[src/rtl/sigmoid_tanh_pipe_if.sv]
// Handshake bus for the sigmoid/tanh pipeline: sample in, result out.
interface sigmoid_tanh_pipe_if #(
  parameter int unsigned DATA_W = 16,
  parameter int unsigned FRAC_W = 8
);
  logic              in_valid;
  logic              in_ready;
  logic [DATA_W-1:0] in_data;
  logic              in_mode;
  logic              out_valid;
  logic              out_ready;
  logic [DATA_W-1:0] out_data;
  logic              out_sat;

  // Driver side (feeds samples, consumes results)
  modport master (
    output in_valid, in_data, in_mode, out_ready,
    input  in_ready, out_valid, out_data, out_sat
  );

  // Pipeline side
  modport slave (
    input  in_valid, in_data, in_mode, out_ready,
    output in_ready, out_valid, out_data, out_sat
  );
endinterface

[src/rtl/sigmoid_tanh_pipe.sv]
// Three-stage piecewise-linear sigmoid / tanh approximation with
// valid/ready flow control. S1 sign/magnitude, S2 segment value, S3 mapping.
module sigmoid_tanh_pipe #(
  parameter int unsigned DATA_W = 16,
  parameter int unsigned FRAC_W = 8
) (
  input logic               clk,
  input logic               rst_n,
  sigmoid_tanh_pipe_if.slave bus
);

  localparam logic [DATA_W-1:0] MAG_MAX = {1'b0, {(DATA_W-1){1'b1}}};
  localparam logic [FRAC_W:0]   HALF    = (FRAC_W+1)'(1) << (FRAC_W-1);
  localparam logic [FRAC_W+1:0] ONE     = (FRAC_W+2)'(1) << FRAC_W;

  // Pipeline advances whenever the output slot is free or being drained.
  logic w_adv;
  assign w_adv        = !bus.out_valid || bus.out_ready;
  assign bus.in_ready = w_adv;

  // Stage registers
  logic              r_s1_valid, r_s1_mode, r_s1_neg;
  logic [DATA_W-1:0] r_s1_mag;
  logic              r_s2_valid, r_s2_mode, r_s2_neg;
  logic [FRAC_W:0]   r_s2_s;
  logic              r_out_valid, r_out_sat;
  logic [DATA_W-1:0] r_out_data;

  // S1: magnitude with saturation of the most negative code; tanh doubles x.
  logic              w_neg;
  logic [DATA_W-1:0] w_abs_raw, w_abs, w_mag;
  logic [DATA_W:0]   w_dbl;
  always_comb begin
    w_neg     = bus.in_data[DATA_W-1];
    w_abs_raw = w_neg ? (DATA_W'(0) - bus.in_data) : bus.in_data;
    w_abs     = w_abs_raw[DATA_W-1] ? MAG_MAX : w_abs_raw;
    w_dbl     = {w_abs, 1'b0};
    w_mag     = w_abs;
    if (bus.in_mode) begin
      w_mag = (w_dbl > {1'b0, MAG_MAX}) ? MAG_MAX : w_dbl[DATA_W-1:0];
    end
  end

  // S2: s = (HALF - f/4) >> n, zero once the integer part reaches FRAC_W.
  logic [DATA_W-FRAC_W-1:0] w_n;
  logic [FRAC_W-1:0]        w_f;
  logic [FRAC_W:0]          w_base, w_s;
  always_comb begin
    w_n    = r_s1_mag[DATA_W-1:FRAC_W];
    w_f    = r_s1_mag[FRAC_W-1:0];
    w_base = HALF - (FRAC_W+1)'(w_f >> 2);
    w_s    = '0;
    if (32'(w_n) < FRAC_W) begin
      w_s = w_base >> w_n;
    end
  end

  // S3: map s to sigmoid (ONE - s mirrored) or tanh (ONE - 2s, signed).
  logic [FRAC_W+1:0]  w_s_ext, w_sig, w_t, w_tanh;
  logic [DATA_W-1:0]  w_res;
  always_comb begin
    w_s_ext = {1'b0, r_s2_s};
    w_sig   = r_s2_neg ? w_s_ext : (ONE - w_s_ext);
    w_t     = ONE - (w_s_ext << 1);
    w_tanh  = r_s2_neg ? ((FRAC_W+2)'(0) - w_t) : w_t;
    w_res   = r_s2_mode ? DATA_W'($signed(w_tanh)) : DATA_W'(w_sig);
  end

  // Stage register update with synchronous flush.
  always_ff @(posedge clk) begin
    if (!rst_n) begin
      r_s1_valid  <= 1'b0;
      r_s1_mode   <= 1'b0;
      r_s1_neg    <= 1'b0;
      r_s1_mag    <= '0;
      r_s2_valid  <= 1'b0;
      r_s2_mode   <= 1'b0;
      r_s2_neg    <= 1'b0;
      r_s2_s      <= '0;
      r_out_valid <= 1'b0;
      r_out_data  <= '0;
      r_out_sat   <= 1'b0;
    end else if (w_adv) begin
      r_s1_valid  <= bus.in_valid;
      r_s1_mode   <= bus.in_mode;
      r_s1_neg    <= w_neg;
      r_s1_mag    <= w_mag;
      r_s2_valid  <= r_s1_valid;
      r_s2_mode   <= r_s1_mode;
      r_s2_neg    <= r_s1_neg;
      r_s2_s      <= w_s;
      r_out_valid <= r_s2_valid;
      r_out_data  <= w_res;
      r_out_sat   <= (r_s2_s == '0);
    end
  end

  assign bus.out_valid = r_out_valid;
  assign bus.out_data  = r_out_data;
  assign bus.out_sat   = r_out_sat;

endmodule

[src/flat_wrapper.sv]
// flat-port wrapper written by rule: the top's interface ports become plain ports
module sigmoid_tanh_pipe_flat 
#(
  parameter int unsigned DATA_W = 16,
  parameter int unsigned FRAC_W = 8
)
  (clk, rst_n, bus_in_valid, bus_in_data, bus_in_mode, bus_out_ready, bus_in_ready, bus_out_valid, bus_out_data, bus_out_sat);
  sigmoid_tanh_pipe_if #(.DATA_W(DATA_W), .FRAC_W(FRAC_W)) bus_i ();
  input logic clk;
  input logic rst_n;
  input wire logic [$bits(bus_i.in_valid)-1:0] bus_in_valid;
  input wire logic [$bits(bus_i.in_data)-1:0] bus_in_data;
  input wire logic [$bits(bus_i.in_mode)-1:0] bus_in_mode;
  input wire logic [$bits(bus_i.out_ready)-1:0] bus_out_ready;
  output wire logic [$bits(bus_i.in_ready)-1:0] bus_in_ready;
  output wire logic [$bits(bus_i.out_valid)-1:0] bus_out_valid;
  output wire logic [$bits(bus_i.out_data)-1:0] bus_out_data;
  output wire logic [$bits(bus_i.out_sat)-1:0] bus_out_sat;
  assign bus_i.in_valid = bus_in_valid;
  assign bus_i.in_data = bus_in_data;
  assign bus_i.in_mode = bus_in_mode;
  assign bus_i.out_ready = bus_out_ready;
  assign bus_in_ready = bus_i.in_ready;
  assign bus_out_valid = bus_i.out_valid;
  assign bus_out_data = bus_i.out_data;
  assign bus_out_sat = bus_i.out_sat;
  sigmoid_tanh_pipe #(.DATA_W(DATA_W), .FRAC_W(FRAC_W)) u_core (.clk(clk), .rst_n(rst_n), .bus(bus_i));
endmodule
[config.mk]
export PLATFORM = sky130hd
export DESIGN_NAME = sigmoid_tanh_pipe_flat
export DESIGN_NICKNAME = d
export VERILOG_FILES = /design/src/rtl/sigmoid_tanh_pipe_if.sv /design/src/rtl/sigmoid_tanh_pipe.sv /design/src/flat_wrapper.sv
export SDC_FILE = /design/constraint.sdc
export NUM_CORES = 1
export LEC_CHECK = 0
export ABC_AREA = 1
export CAP_MARGIN = 10
export CORE_ASPECT_RATIO = 0.7
export CORE_UTILIZATION = 60
export CTS_CLUSTER_DIAMETER = 30
export DETAILED_ROUTE_END_ITERATION = 7
export PLACE_DENSITY = 0.86
export SYNTH_ARGS = -nofsm -noshare
export SYNTH_HDL_FRONTEND = slang
export SYNTH_SLANG_ARGS = --single-unit
[constraint.sdc]
create_clock -name clk -period 2.61 [get_ports clk]
set_input_delay 0.261 -clock clk [delete_from_list [all_inputs] [get_ports clk]]
set_output_delay 0.261 -clock clk [all_outputs]
set_load 0.005 [all_outputs]
==> results.toml <==
[outcome]
run_status = "finished, final reports clean"

[final_layout]
fillerInstances = 395
drive_gt1_share_pct = 8.32
n_antenna_cell = 0
syn_to_final_growth_pct = 15.1
nets = 528

[cts]
clk_path_buf_depth = 2
ctsResizeCount = 0
clock_sinks = 39
cts_max_level = 2
clock_insertion_delay_worst_skew_ns = 0.29
post-cts-setup-buffers = 0
ctsRootBufferMaster = "sky130_fd_sc_hd__clkbuf_8"
cts_tree = "built"
cts.hold.buffers_added = 0
cts.clk_slew.worst_paths_ns = 0.08
cts-buffers-inserted = 5

[route]
via_count = 3200
dr.pass1.iters = 6
drt_first_iter_violations = 338
viasPerCell = 5.71
postRouteWirelength_mm = 7.84
routedWlPerCell_um = 14.0
remaining_number_of_nets_flagged_by_the_antenna_check_after_routing = 0
route.detailed.drc = 0

[synthesis]
post_synth.cell_area_avg_um2 = 6.16
synth.net_count = 501
netlist.top_cell.by_area = "sky130_fd_sc_hd__dfxtp_1"
number_of_flip_flops_and_latches_in_the_synthesized_netlist = 39
synthDominantCellAreaShare_pct = 26.6
part_of_the_yosys_area_used_for_sequential_elements_pct = 26.6
post_synth_most_frequent_cells = "sky130_fd_sc_hd__nand2_1, sky130_fd_sc_hd__nor2_1, sky130_fd_sc_hd__inv_1, sky130_fd_sc_hd__nand3_1, sky130_fd_sc_hd__dfxtp_1"
synthCells = 477
netlist_area_um2 = 2940
synth_top_cells_by_area = "sky130_fd_sc_hd__dfxtp_1, sky130_fd_sc_hd__nand2_1, sky130_fd_sc_hd__nand3_1"
post_synth_arst_share_pct = 0
dominant_synthesized_flop_cell = "sky130_fd_sc_hd__dfxtp_1"
post_synth_edffs = 0
synthMostInstantiatedCell = "sky130_fd_sc_hd__nand2_1"
synth_cell_type_count = 38
synth-warning-count = 0

[job]
drv_cap = 0

[grt]
grt_max_degree = 28
grt.total_usage_pct = 31.8
grt_pass1_wl_mm = 12.7
antenna_found_initial = 0
global_route_overflow = 0
first_global_vias = 2706

[floorplan]
io_pins = 40
design.die.area_um2 = 5180
design.core.area_um2 = 4500
floorplan.die.width_um = 85.6
rows = 20
die_height_um = 60.5
initial_core_util_pct = 65.2

[timing]
skew_ns = 0.00711
setup_slack_ns = 0.564
finalHoldViolations = 0
accumulated_negative_setup_slack_ns = 0
finalWorstPathRequiredPeriod_ns = 2.05
final_slew_violations = 0
rsz0062_at_grt = "false"
timing.final.setup_violations = 0
period_share_pct = 78.4
tightestPinTransition_ns = 0.636
timing.fmax_ghz = 0.489
max-slew-margin-rel_pct = 57.4

[setup_path]
regToRegSetupSlack_ns = 0.56
critical_path.reg2reg.startpoint = "u_core.r_s2_s[0]"
arrival_ns = 2.24
timing.critical_path.required_ns = 2.81
critical_path.startpoint_type = "flip-flop"
critical_path.max_fanout = 7
crit_path_start = "u_core.r_s2_s[0]"
crit_path_end_kind = "flip-flop"
startpoint_to_endpoint_class_of_the_critical_path = "flip-flop to flip-flop"

[placed_design]
routabilityCongestion = 0.928
half_perimeter_wire_length_of_the_detailed_placement_result_mm = 6.09
portBuffers = 39
place_worst_setup_slack_ns = 0.432

[hold_path]
min_path_type = "flip-flop to flip-flop"
worstHoldStart = "u_core.r_s1_valid"

[power]
worst_ir_drop_vdd_mv = 0.424
power.static_leakage_nw = 1.50
p_per_area_nw_per_um2 = 514
final timing paths:
check             depth (start not counted)                      to
hold / removal                            2       u_core.r_s1_valid
setup reg to reg                         11  u_core.bus.out_data[8]
hold reg to reg                           2       u_core.r_s1_valid
setup / recovery                         11  u_core.bus.out_data[8]
layout make-up:
| class | instances | area [um2] | share of cell area (%) |
|---|---|---|---|
| clock buffers | 7 | 76.3 | 2.26 |
| flip-flops and latches | 39 | 781 | 23.1 |
| clock inverters | 1 | 5.00 | 0.148 |
| inverters | 49 | 186 | 5.51 |
| well taps | 55 | 68.8 | 2.03 |
| multi-input cells | 366 | 1840 | 54.5 |
| repair buffers | 43 | 420 | 12.4 |
power breakdown:
| group | switching [W] | total, W | internal, W |
|---|---|---|---|
| Combinational | 0.000382 | 0.000639 | 0.000258 |
| Sequential | 0.0000557 | 0.000709 | 0.000653 |
| Clock | 0.000203 | 0.000391 | 0.000188 |
| Total | 0.000641 | 0.00174 | 0.00110 |
cell families (layout without fill, tap and decap cells):
kind of cell,Yosys count,after routing,share of synthesized area [%]
buf+inv,72,100,10.6
flops,39,39,26.6
simple gates,263,263,41.5
compound gates,92,92,17.6
fa+ha+maj,3,3,1.28
xor+xnor,8,8,2.39
flip-flops by register name (all words and copies together) (netlist names):
signal and cells:
u_core.r_s2_valid 1, u_core.bus.out_sat 1, u_core.r_s2_s 8, u_core.r_s1_neg 1, u_core.r_s1_mode 1, u_core.r_s1_mag 13, u_core.r_s1_valid 1, u_core.r_s2_mode 1
u_core.r_s2_neg 1, u_core.bus.out_data 10, u_core.bus.out_valid 1
layout by cell type, fill, tap and decap left out, types with 5 or more instances in the layout:
cell	netlist	routed
sky130_fd_sc_hd__a21oi_1	32	32
sky130_fd_sc_hd__a31oi_1	8	8
sky130_fd_sc_hd__clkbuf_8	0	5
sky130_fd_sc_hd__clkdlybuf4s50_1	0	39
sky130_fd_sc_hd__dfxtp_1	39	39
sky130_fd_sc_hd__inv_1	46	46
sky130_fd_sc_hd__nand2_1	115	115
sky130_fd_sc_hd__nand2_2	5	5
sky130_fd_sc_hd__nand3_1	46	46
sky130_fd_sc_hd__nand4_1	7	7
sky130_fd_sc_hd__nor2_1	56	56
sky130_fd_sc_hd__nor2_2	15	15
sky130_fd_sc_hd__o211ai_1	10	10
sky130_fd_sc_hd__o21ai_0	31	31
sky130_fd_sc_hd__xor2_1	5	5
routing by layer:
metal / part of all wire (%) / global-route usage (%) / up-vias / wire (um)
met5: 0 / 0 / - / 0
met4: 0.42 / 6.67 / 0 / 33
met3: 8.7 / 5.17 / 8 / 683
li1: - / - / 1617 / -
met2: 40 / 46.7 / 137 / 3170
met1: 50 / 49.1 / 1438 / 3960
through the flow:
step | cells | hold slack, ns | utilization, % | total power, W | instance area [um2]
floorplan | 477 | 0.428 | - | 0.00115 | 2940
global placement | 552 | 0.456 | 73.3 | 0.00133 | 3300
detailed placement | 552 | 0.468 | 73.3 | 0.00135 | 3300
CTS | 560 | 0.483 | 75.1 | 0.00173 | 3380
global route | 560 | 0.493 | 75.1 | 0.00186 | 3380
finish | 560 | 0.477 | 75.1 | 0.00174 | 3380
critical path, cell delays in order (launching register included):
cell	delay [ns]
sky130_fd_sc_hd__dfxtp_1	0.46
sky130_fd_sc_hd__inv_2	0.11
sky130_fd_sc_hd__ha_1	0.34
sky130_fd_sc_hd__or2_2	0.29
sky130_fd_sc_hd__nor2_2	0.17
sky130_fd_sc_hd__nand3_1	0.12
sky130_fd_sc_hd__nand2_1	0.12
sky130_fd_sc_hd__nand3_1	0.09
sky130_fd_sc_hd__nand3_1	0.09
sky130_fd_sc_hd__nand3_1	0.07
sky130_fd_sc_hd__nand2_1	0.06
sky130_fd_sc_hd__inv_1	0.03
(Power assumes the default switching activity.)
==> edit 1: new RTL, same settings <==
`DATA_W` is set to 16 in 3 places; all go to 14.
--- a/src/rtl/sigmoid_tanh_pipe_if.sv
+++ b/src/rtl/sigmoid_tanh_pipe_if.sv
@@ -1,5 +1,5 @@
 // Handshake bus for the sigmoid/tanh pipeline: sample in, result out.
 interface sigmoid_tanh_pipe_if #(
-  parameter int unsigned DATA_W = 16,
+  parameter int unsigned DATA_W = 14,
   parameter int unsigned FRAC_W = 8
 );
--- a/src/rtl/sigmoid_tanh_pipe.sv
+++ b/src/rtl/sigmoid_tanh_pipe.sv
@@ -2,5 +2,5 @@
 // valid/ready flow control. S1 sign/magnitude, S2 segment value, S3 mapping.
 module sigmoid_tanh_pipe #(
-  parameter int unsigned DATA_W = 16,
+  parameter int unsigned DATA_W = 14,
   parameter int unsigned FRAC_W = 8
 ) (
--- a/src/flat_wrapper.sv
+++ b/src/flat_wrapper.sv
@@ -2,5 +2,5 @@
 module sigmoid_tanh_pipe_flat 
 #(
-  parameter int unsigned DATA_W = 16,
+  parameter int unsigned DATA_W = 14,
   parameter int unsigned FRAC_W = 8
 )
Interface: changed (resized bus_in_data and bus_out_data); port bits go from 40 to 36. The function was not compared with the original's and may differ.
==> edit 1 against the original RTL <==
Core utilization increased by 0.83 points. Cell area fell by 9.3%. Sequential cell count decreased by 2. Critical path depth shrank 6. Synthesized cell count fell by 12%. Wire length is 16% lower. Setup slack better by 120 ps. Area after synthesis fell by 11%. Combinational power rose by 0.8%. Total power increased by 1.9%.
==> edit 1: results (changes against the original RTL) <==
post-DP HPWL=5048 um (-17%); register area=740.7 um2 (-5.1%); Nets=468 (-11%); largest net degree at the start of global routing=20 (-29%); post-synth net total=440 (-12%); first-pass GRT wire length=10990 um (-14%); nonclk buf count=40 (-7.0%); peak supply drop=414.0 uV (-2.4%); post-synthesis sequential element count=37 (-5.1%); Iteration-0 DRC Markers=251 (-26%); CTS clk-pin slew, worst paths=70 ps; Largest Register=u_core.r_s1_mag; Crit-path slowest cell=clkdlybuf4s50_1; Clk pwr share=24.8% (+2.3 points); Data buffer area share=12.64% (+0.21 points); P_int=1.126 mW (+2.5%); CLK BUF=7 (unchanged); synth top area cells=dfxtp_1, nand2_1, nand3_1; footprint of the multi-input gates=0.001582 mm2 (-14%); WP data arrival=1670 ps (-570 ps); CTS root buf=clkbuf_8; clock network contribution to total cell area=3.303% (+0.90 points); sequential cell area fraction in the yosys report=28.38% (+1.8 points); Switch Pwr=645.4 uW (+0.75%); worst-path fanout max=14 (+7); RD Place Congestion=1.016 (+9.5%); CP delay by family, top=buffers and inverters; Synth cell types=36 (-5.3%); Port Buf Inserts=35 (-10%); Worst path max stage delay=450 ps; max reg flops=11 (-2); multi-input gates=311 (-15%); Seq power=689 uW (-3%); P_leak=1.378 nW (-8.1%); drt first pass iters=5 (-1); Avg Vias per Cell=5.709 (about the same); status=completed; clk_skew=10.09 ps (+2.974 ps); gr usage total=30.81% (-1.0 points); headroom to the max-slew limit=65.34% (+7.9 points); share of cells above drive strength 1=9.843% (+1.5 points); Avg WL per Cell=13.24 um (-5.5%); filler cell count in the final layout=337 (-15%); initial antenna violation count=0 (unchanged); commonest cells in the netlist=nand2_1, inv_1, dfxtp_1; vias in the first global route=2394 (-12%); Non-clk invs=51 (+4.1%)
==> edit 1: cell types whose count changed in the layout (fill, tap and decap cells not counted), sizes merged, moves of 4 or more <==
cell	unedited run	this run
nand3	49	41
o21ai	34	42
nand2	120	114
clkdlybuf4s50	39	35
o211ai	10	4
a31oi	8	3
nor2	75	39
==> edit 1: path summary, 6_finish.rpt <==
kind                                 end             start  cells after the start  slack [ps]
hold / removal          u_core.r_s1_mode  u_core.r_s1_mode                      2         470
hold reg to reg         u_core.r_s1_mode  u_core.r_s1_mode                      2         470
setup reg to reg  u_core.bus.out_data[8]  u_core.r_s2_s[0]                     12         780
setup / recovery            bus_in_ready     bus_out_ready                      5         680
==> edit 1: per-stage QoR <==
step           instance area, um2  worst slack, ps  std cells
5_1_grt                      3068            597.6        499
3_5_place_dp                 2967            521.4        491
4_1_cts                      3068            684.6        499
2_1_floorplan                2610             1098        418
6_report                     3068            679.7        499
3_3_place_gp                 2967            627.1        491
==> edit 1: worst reg2reg max path, delay by kind of cell, from the launching register on <==
kind / cells / cell delay [ps]
fa+ha+maj: 1 / 270
simple gates: 8 / 840
buf+inv: 2 / 190
compound gates: 1 / 130
flops: 1 / 340
==> edit 1: per-layer routing <==
metal  up-vias  part of all wire [%]  routed length [um]  track usage [%]
met2       122                    42                2772            43.46
met4         0                  0.51                  34            7.143
li1       1426                     -                   -                -
met5         -                     0                   0                0
met1      1297                    49                3229            45.88
met3         4                   8.6                 570            8.960
==> edit 1: cells by family after synthesis <==
| kind of cell | synth area share, % |
|---|---|
| simple gates | 37.39 |
| compound gates | 18.65 |
| buf+inv | 11.12 |
| flops | 28.38 |
| xor+xnor | 3.020 |
| fa+ha+maj | 1.438 |
==> edit 2: new RTL, same flow settings <==
Made on the original files. Reset style: asynchronous (`rst_n`), changed in one clocked block.
--- a/src/rtl/sigmoid_tanh_pipe.sv
+++ b/src/rtl/sigmoid_tanh_pipe.sv
@@ -68,5 +68,5 @@
 
   // Stage register update with synchronous flush.
-  always_ff @(posedge clk) begin
+  always_ff @(posedge clk or negedge rst_n) begin
     if (!rst_n) begin
       r_s1_valid  <= 1'b0;
Behaviour: differs if rst_n is asserted again (counterexample within 4 cycles, from zero or initial values and one cycle with rst_n low); with rst_n held inactive, the same outputs for 10 cycles.
==> edit 2 against the original RTL <==
Wire length down 0.74%. Count of clock-buffer cells in the layout down 2. Area after synthesis up 5.0%. Cell area up 4.7%. Via count up 3.2%. Setup slack worse by 73 ps. Cell count up 3.9%. Sequential cell count unchanged. Maximum frequency down 3.4%. Highest routed layer unchanged.
Power is not compared: it rests on default switching activity, and its combinational part moved more than twofold at a synthesized area within 25%.
==> edit 2: results (changes against the original RTL) <==
Synth async-reset ratio=100.0% (+100 points); maximum root-to-sink buffer count=2 (unchanged); share of cells above drive strength 1=6.628% (-1.7 points); Crit-path slowest cell=dfrtp_1; clk_skew=6.866 ps (-0.2469 ps); CTS buffer count=5 (unchanged); reg2reg path depth=12 (+1); CP delay by family, top=simple AND/OR/NAND/NOR gates; peak supply drop=862.7 uV; CTS clk-pin slew, worst paths=80 ps (about the same); # diodes=0 (unchanged); gr usage total=30.15% (-1.7 points); post-route setup slack=490.8 ps (-72.81 ps); worst-path fanout max=7 (unchanged); commonest cells in the netlist=nand2_1, nand3_1, inv_1; Setup CP Type=reg2reg; Iteration-0 DRC Markers=368 (+8.9%); WP data arrival=2330 ps (+90 ps); Avg WL per Cell=13.37 um (-4.5%); initial antenna violation count=0 (unchanged); # resized after CTS=0 (unchanged); Avg Vias per Cell=5.675 (-0.68%); worst slew pin tran=863.7 ps (+227.6 ps); most common flop cell mapped by yosys=dfrtp_1; P_leak=1.782 nW; CTS root buf=clkbuf_8; Critical Path Start=u_core.r_s2_s[0]; worst hold path class=in2async; dpl ws=532.1 ps (+100.4 ps); synth top area cells=dfrtp_1, nand2_1, nand3_1; largest area contributor in the netlist=dfrtp_1; postcts setup bufs=0 (unchanged); sequential cell area fraction in the yosys report=31.63% (+5.1 points); Worst path max stage delay=420 ps (-40 ps); filler cell count in the final layout=386 (-2.3%); Nets=536 (+1.5%); post-DP HPWL=5853 um (-4.0%); drt first pass iters=6 (unchanged); status=completed; post-synth net total=508 (+1.4%); RD Place Congestion=0.9375 (+1.0%); vias in the first global route=2672 (-1.3%); largest net degree at the start of global routing=44 (+57%); Crit Reg-Reg Endpoint=u_core.bus.out_data[8]; first-pass GRT wire length=12560 um (-1.4%); Synth cell types=37 (-2.6%)
## edit 2: cell types whose count changed after synthesis, sizes merged, moves of 3 or more
cell	before	now
nand4	8	11
a21oi	32	12
dfxtp	39	0
inv	48	56
clkbuf	10	7
nand2	120	151
a31oi	8	4
o211ai	10	3
dfrtp	0	39
o21ai	34	37
nand3	49	58
nor2	75	58
## edit 2: per-stage QoR
| step | std cells | hold slack [ps] | area [um2] |
|---|---|---|---|
| 2_1_floorplan | 484 | -34.59 | 3085 |
| 3_3_place_gp | 574 | 420.3 | 3458 |
| 3_5_place_dp | 574 | 423.1 | 3458 |
| 4_1_cts | 582 | 114.6 | 3542 |
| 5_1_grt | 582 | 164.7 | 3542 |
| 6_report | 582 | 81.04 | 3542 |
## edit 2: power breakdown
group	leakage [nW]	switching, mW	internal, mW
clock network	0.0477	0.218	0.183
registers	0.481	0.181	0.776
logic	1.25	0.784	0.589
## edit 2: kinds of logic (layout without fill, tap and decap cells)
kind of cell    count (synthesis)  count (layout)  share of synthesized area, %
simple gates                  287             287                         41.12
buf+inv                        80             109                         11.23
compound gates                 69              69                         13.10
flops                          39              39                         31.63
xor+xnor                        6               6                         1.703
fa+ha+maj                       3               3                         1.217
## edit 2: cell type report
class                           instances  area [um2]  area share (%)
Tap cell                               69       86.33           2.437
Clock buffer                            5       68.82           1.943
Sequential cell                        39       975.9           27.55
Timing Repair Buffer                   43       415.4           11.73
Clock inverter                          3       15.01          0.4239
Inverter                               58       217.7           6.146
Multi-Input combinational cell        365        1763           49.77
## edit 2: routing by layer
| layer | GRT usage, % | vias to the layer above | share of wire, % |
|---|---|---|---|
| met2 | 42.75 | 158 | 41 |
| li1 | - | 1623 | - |
| met5 | 0 | - | 0 |
| met1 | 47.97 | 1520 | 50 |
| met3 | 5.416 | 2 | 8.2 |
| met4 | 4.684 | 0 | 0.15 |
## edit 2: worst max-delay path by stage
stage,endpoint,depth (start not counted)
2_1_floorplan,u_core.bus.out_data[6],11
6_report,u_core.bus.out_data[8],12
4_1_cts,u_core.bus.out_data[8],12
3_5_place_dp,u_core.r_s1_mag[2],12
3_3_place_gp,u_core.r_s1_mag[13],11
5_1_grt,u_core.bus.out_data[8],12
